## config.mk

```make
export PLATFORM = sky130hd
export DESIGN_NAME = fifo_stream_reader_flat
export DESIGN_NICKNAME = d
export VERILOG_FILES = /design/src/rtl/fifo_stream_reader_if.sv /design/src/rtl/fifo_stream_reader.sv /design/src/flat_wrapper.sv
export SDC_FILE = /design/constraint.sdc
export NUM_CORES = 1
export LEC_CHECK = 0
export CORE_MARGIN = 2
export CORE_UTILIZATION = 57
export DETAILED_ROUTE_END_ITERATION = 8
export DONT_BUFFER_PORTS = 1
export HOLD_SLACK_MARGIN = 0.08
export PLACE_DENSITY = 0.75
export SYNTH_ARGS = -nofsm -noshare
export SYNTH_HDL_FRONTEND = slang
export SYNTH_SLANG_ARGS = --single-unit
```

## constraint.sdc

```tcl
create_clock -name clk -period 2 [get_ports clk]
set_input_delay 0.4 -clock clk [delete_from_list [all_inputs] [get_ports clk]]
set_output_delay 0.4 -clock clk [all_outputs]
set_load 0.05 [all_outputs]
```

## src/rtl/fifo_stream_reader_if.sv

```systemverilog
// Valid/ready stream bundle carrying the FIFO payload plus a packet-last marker.
interface fifo_stream_reader_if #(
  parameter int DATA_WIDTH = 64
);
  logic                  m_valid;
  logic                  m_ready;
  logic [DATA_WIDTH-1:0] m_data;
  logic                  m_last;

  modport master (output m_valid, output m_data, output m_last, input m_ready);
  modport slave  (input m_valid, input m_data, input m_last, output m_ready);
endinterface

```

## src/rtl/fifo_stream_reader.sv

```systemverilog
// Drains a 1-cycle-latency synchronous FIFO into a full-throughput valid/ready stream
// through a head/skid buffer. Define FIFO_RD_PKT_LAST_EN to enable m_last packet marking.
module fifo_stream_reader #(
  parameter int DATA_WIDTH = 64,
  parameter int PKT_LEN    = 16
) (
  input  logic                  clk,
  input  logic                  rst_n,
  input  logic                  flush,
  input  logic                  fifo_empty,
  input  logic [DATA_WIDTH-1:0] fifo_data_out,
  output logic                  fifo_rd_en,
  fifo_stream_reader_if.master  m
);

  if (PKT_LEN < 1) begin : g_pkt_len_invalid
    $error("PKT_LEN must be >= 1");
  end

  logic [DATA_WIDTH-1:0] head_q, head_d;
  logic [DATA_WIDTH-1:0] skid_q, skid_d;
  logic [1:0]            occ_q, occ_d, occ_pop;
  logic                  inflight_q, inflight_d;
  logic                  pop;
  logic [2:0]            level;

  assign m.m_valid = (occ_q != 2'd0);
  assign m.m_data  = head_q;
  assign pop       = m.m_valid && m.m_ready;

  // Slots committed after this edge: buffered + returning word - word leaving now.
  assign level      = {1'b0, occ_q} + {2'b00, inflight_q} - {2'b00, pop};
  assign fifo_rd_en = rst_n && !flush && !fifo_empty && (level < 3'd2);

  always_comb begin
    occ_pop    = occ_q - {1'b0, pop};
    head_d     = pop ? skid_q : head_q;
    skid_d     = skid_q;
    occ_d      = occ_pop;
    inflight_d = fifo_rd_en;
    if (inflight_q) begin
      if (occ_pop == 2'd0) head_d = fifo_data_out;
      else                 skid_d = fifo_data_out;
      occ_d = occ_pop + 2'd1;
    end
    if (flush) begin
      head_d     = head_q;
      skid_d     = skid_q;
      occ_d      = 2'd0;
      inflight_d = 1'b0;
    end
  end

  always_ff @(posedge clk or negedge rst_n) begin
    if (!rst_n) begin
      head_q     <= '0;
      skid_q     <= '0;
      occ_q      <= 2'd0;
      inflight_q <= 1'b0;
    end else begin
      head_q     <= head_d;
      skid_q     <= skid_d;
      occ_q      <= occ_d;
      inflight_q <= inflight_d;
    end
  end

`ifdef FIFO_RD_PKT_LAST_EN
  localparam int CW = (PKT_LEN > 1) ? $clog2(PKT_LEN) : 1;

  logic [CW-1:0] cnt_q, cnt_d;

  // Gated by m_valid so PKT_LEN=1 still reads 0 when nothing is presented.
  assign m.m_last = m.m_valid && (cnt_q == CW'(PKT_LEN - 1));

  always_comb begin
    cnt_d = cnt_q;
    if (flush)    cnt_d = '0;
    else if (pop) cnt_d = m.m_last ? '0 : cnt_q + 1'b1;
  end

  always_ff @(posedge clk or negedge rst_n) begin
    if (!rst_n) cnt_q <= '0;
    else        cnt_q <= cnt_d;
  end
`else
  assign m.m_last = 1'b0;
`endif

endmodule

```

## src/flat_wrapper.sv

```systemverilog
// flat-port wrapper written by rule: the top's interface ports become plain ports
module fifo_stream_reader_flat 
#(
  parameter int DATA_WIDTH = 64,
  parameter int PKT_LEN    = 16
)
  (clk, rst_n, flush, fifo_empty, fifo_data_out, fifo_rd_en, m_m_valid, m_m_data, m_m_last, m_m_ready);
  fifo_stream_reader_if #(.DATA_WIDTH(DATA_WIDTH)) m_i ();
  input  logic clk;
  input  logic rst_n;
  input  logic flush;
  input  logic fifo_empty;
  input  logic [DATA_WIDTH-1:0] fifo_data_out;
  output logic fifo_rd_en;
  output wire logic [$bits(m_i.m_valid)-1:0] m_m_valid;
  output wire logic [$bits(m_i.m_data)-1:0] m_m_data;
  output wire logic [$bits(m_i.m_last)-1:0] m_m_last;
  input wire logic [$bits(m_i.m_ready)-1:0] m_m_ready;
  assign m_m_valid = m_i.m_valid;
  assign m_m_data = m_i.m_data;
  assign m_m_last = m_i.m_last;
  assign m_i.m_ready = m_m_ready;
  fifo_stream_reader #(.DATA_WIDTH(DATA_WIDTH), .PKT_LEN(PKT_LEN)) u_core (.clk(clk), .rst_n(rst_n), .flush(flush), .fifo_empty(fifo_empty), .fifo_data_out(fifo_data_out), .fifo_rd_en(fifo_rd_en), .m(m_i));
endmodule
```

==> results <==
- The flow ran to the end, but the final reports show violations.
- The checks that failed: hold timing, setup timing.
- After global routing the overflow that remains totals 0.
- For the finished layout, the period the worst path requires is 2.64 ns.
- The number of pins exceeding their max-slew limit in the final report was 0.
- The startpoint class of the critical path is a flop.
- Routability-driven placement finished with a final weighted congestion of 0.715.
- The startpoint-to-endpoint class of the critical path is reg -> out.
- The total length of routed wires is 15700 um.
- The number of standard cells after synthesis is 382.
- STA puts the critical path data arrival time at 2.24 ns.
- Across all setup checks in the final design, the least slack found is -0.638 ns.
- In the finished design, the share of the clock period the worst path needs comes to 132%.
- The quantity of hold-fixing buffers added after cts is 65.
- Across all hold checks on the routed design, the worst slack comes to -0.420 ns.
- The worst clock skew is 0.00748 ns.
- The x dimension of the die is 102 um.
- The count of maximum capacitance violations is 0.
- The number of placement rows is 35.
- The initial antenna violation count is 0.
- The tree is rooted in a sky130_fd_sc_hd__clkbuf_8.
- The estimated wirelength of the detail-placed design is 7370 um.
- The standard cell core area is 0.00928 mm2.
- The number of unique standard cell types used by synthesis is 28.
- In the final routed layout, each cell accounts on average for 25.5 um.
- The pin count of the biggest net entering global routing is 133.
- Once detail routing completed, the nets flagged for antenna violations numbered 0.
- Clock-pin slew was measured on the worst setup and hold paths at 0.06 ns.
- Power spread over the standard cell area amounts to 1110 mW/mm2.
- The type of destination of the critical path is a primary output.
- Dividing the detail-routed via count by the number of cells gives 6.32.
- In the layout the commonest cells are 130 x sky130_fd_sc_hd__dfrtp_1, 65 x sky130_fd_sc_hd__dlygate4sd3_1, 64 x sky130_fd_sc_hd__mux2_2, 63 x sky130_fd_sc_hd__or3_1, 59 x sky130_fd_sc_hd__o221a_1.
- The total negative slack is -33.10 ns.
- In this run, synthesis produced a sequential element count of 131.
- The worst register-to-register path has a depth of 11.
- With fillers left out, the area of the finished cells amounts to 0.00751 mm2.
- The net count of the finished layout is 545.
- No sink is reached through more buffers than the 2 on the longest clock path.
- The TritonCTS clock tree is done.
- The most common cell after layout, fill and taps aside is sky130_fd_sc_hd__dfrtp_1.
- During placement, the flow inserted port buffers numbering 0.
- The number of design-rule violations left by the first detailed-router iteration is 252.
- The number of failing setup endpoints in the final timing report is 129.
- The worst voltage drop across the vdd grid is 0.000804 V.
- The first-pass iteration count of the detailed router is 4.
- The via count of the first global-routing pass was 4253.
- The finished layout holds 616 standard cells, fillers aside.
- The count of endpoints failing hold in the final timing report is 131.
- The maximum level of the CTS H-tree is 4.
- When the netlist entered floorplanning its net count stood at 453.
- The total die area is 0.0104 mm2.
- The relative slew slack is 63.7%.
- The standard cell area after detailed placement is 0.00572 mm2.
- For this design, the sink count on the clock tree is 131.
- The number of enable flip-flop cells after synthesis is 0.
- Power comes to 8.37 mW.
- For this run, design rule violations remaining after detail routing come to 0.
- The layout-stage area growth over the synthesis result is 36.7%.
- The data required time of the critical path is 1.60 ns.
- The fraction of layout cells with a size suffix above 1 is 31.2%.
- The I/O pin count is 136.
- The floorplan step set the die height to 102 um.
- The repair_antennas step left the layout with diodes totalling 0.
- The later pin in the worst-skew pair is clocked with a latency of 0.51 ns.
- The path class of the tightest hold or removal check is in -> async.
- Along the worst path, the maximum fanout reaches 4.
- In the synthesized netlist the dominant register cell turns out to be sky130_fd_sc_hd__dfrtp_1.
- Setup repair after global routing could not meet its margin everywhere.
- The number of clock buffers inserted by TritonCTS is 17.
- Averaged over all synthesized cells, the footprint is 14.4 um2.
- After synthesis, flip-flops and latches occupy 59.7% of the total area.
- At the pin with the least slew margin, the transition time is 0.545 ns.
- The initial core utilization is 59.2%.
- In this run, placement finished with an instance count of 494.
- The count of synthesis-stage warnings from yosys is 0.
- The highest clock rate is 0.379 GHz.
- Summing every instance area after synthesis gives 0.00549 mm2.
- The standby leakage power is 3.22 nW.
- The total number of vias is 3896.
- Global routing used 30.5% of the available tracks.
- The first-pass GRT wire length is 23500 um.
- The async set-or-reset flop fraction in the synthesized netlist is 100%.
worst max-delay path, cell delays in order (launching register included):
cell	delay, ns
sky130_fd_sc_hd__dfrtp_1	0.39
sky130_fd_sc_hd__and3b_2	0.30
sky130_fd_sc_hd__o21ai_2	0.07
sky130_fd_sc_hd__fa_1	0.50
sky130_fd_sc_hd__nand4bb_1	0.17
sky130_fd_sc_hd__nor2_4	0.15
sky130_fd_sc_hd__buf_12	0.14
where the power goes:
part	switching (mW)	leakage (nW)	total (mW)	internal (mW)
Combinational	0.232	1.29	0.709	0.477
Sequential	1.55	1.64	4.60	3.05
Clock	1.09	0.282	3.05	1.96
cells in the mapped netlist (2+ instances only):
| cell type | n | area share [%] |
|---|---|---|
| sky130_fd_sc_hd__dfrtp_1 | 131 | 60 |
| sky130_fd_sc_hd__mux2_2 | 64 | 13 |
| sky130_fd_sc_hd__or3_1 | 64 | 7.3 |
| sky130_fd_sc_hd__o221a_1 | 60 | 12 |
| sky130_fd_sc_hd__clkbuf_1 | 14 | 0.96 |
| sky130_fd_sc_hd__buf_2 | 13 | 1.2 |
| sky130_fd_sc_hd__buf_6 | 7 | 1.4 |
| sky130_fd_sc_hd__o221a_2 | 4 | 0.82 |
| sky130_fd_sc_hd__nand2_1 | 3 | 0.20 |
| sky130_fd_sc_hd__nor2_1 | 3 | 0.20 |
| sky130_fd_sc_hd__nor3b_1 | 2 | 0.27 |
state kept, by name, summed over array words and instances, names as in the netlist:
| name | count |
|---|---|
| u_core.m.m_data | 64 |
| u_core.skid_q | 64 |
| u_core.occ_q | 2 |
| u_core.inflight_q | 1 |
stage by stage:
step	utilization, %	worst slack, ns
2_1_floorplan	-	-0.0773
3_3_place_gp	61.6	-0.0805
3_5_place_dp	61.6	-0.131
4_1_cts	79.6	-0.642
5_1_grt	80.9	-0.757
6_report	80.9	-0.638
final cells by class:
cell class                      count  area (um2)
Sequential cell                   131        3280
Fill cell                         504        1770
Multi-Input combinational cell    217        2070
Clock buffer                       23         457
Tap cell                          129         161
Timing Repair Buffer              107        1420
Clock inverter                      9         129
logic make-up (layout without fill, tap and decap cells):
| group | Yosys count | after routing | share of synthesized area (%) |
|---|---|---|---|
| flops | 131 | 131 | 59.7 |
| compound gates | 68 | 68 | 13.6 |
| mux | 64 | 64 | 13.1 |
| xor+xnor | 1 | 1 | 0.159 |
| other cells | 1 | 1 | 0.0683 |
| buf+inv | 35 | 139 | 3.71 |
| simple gates | 80 | 81 | 9.06 |
| fa+ha+maj | 2 | 2 | 0.592 |
metal layers:
metal	track usage, %	up-vias	wire length, um	share of wire, %
met5	0	-	0	0
met1	38.4	2050	6130	39
li1	-	1662	-	-
met2	50.4	155	8230	52
met4	12.4	0	334	2.1
met3	8.41	29	1000	6.4
worst paths after layout:
| check | start | to | slack [ns] |
|---|---|---|---|
| setup / recovery | u_core.occ_q[0] | fifo_rd_en | -0.64 |
| hold / removal | rst_n | u_core.skid_q[18] | -0.42 |
| setup reg to reg | u_core.occ_q[0] | u_core.m.m_data[17] | -0.35 |
| hold reg to reg | u_core.skid_q[63] | u_core.skid_q[63] | 0.51 |
| max in group asynchronous | rst_n | u_core.m.m_data[13] | 2.16 |
| min in group clk | m_m_ready | u_core.occ_q[1] | 0.13 |
repair_timing:
action                                  CTS  global route
resized for setup                        15             4
buffers inserted                         10             3
endpoints found under the hold margin   197           131
cloned                                    9             3
pin swaps                                 2             0
endpoints found under the setup margin  129           129
No activity file was read; power rests on OpenSTA's default activity.
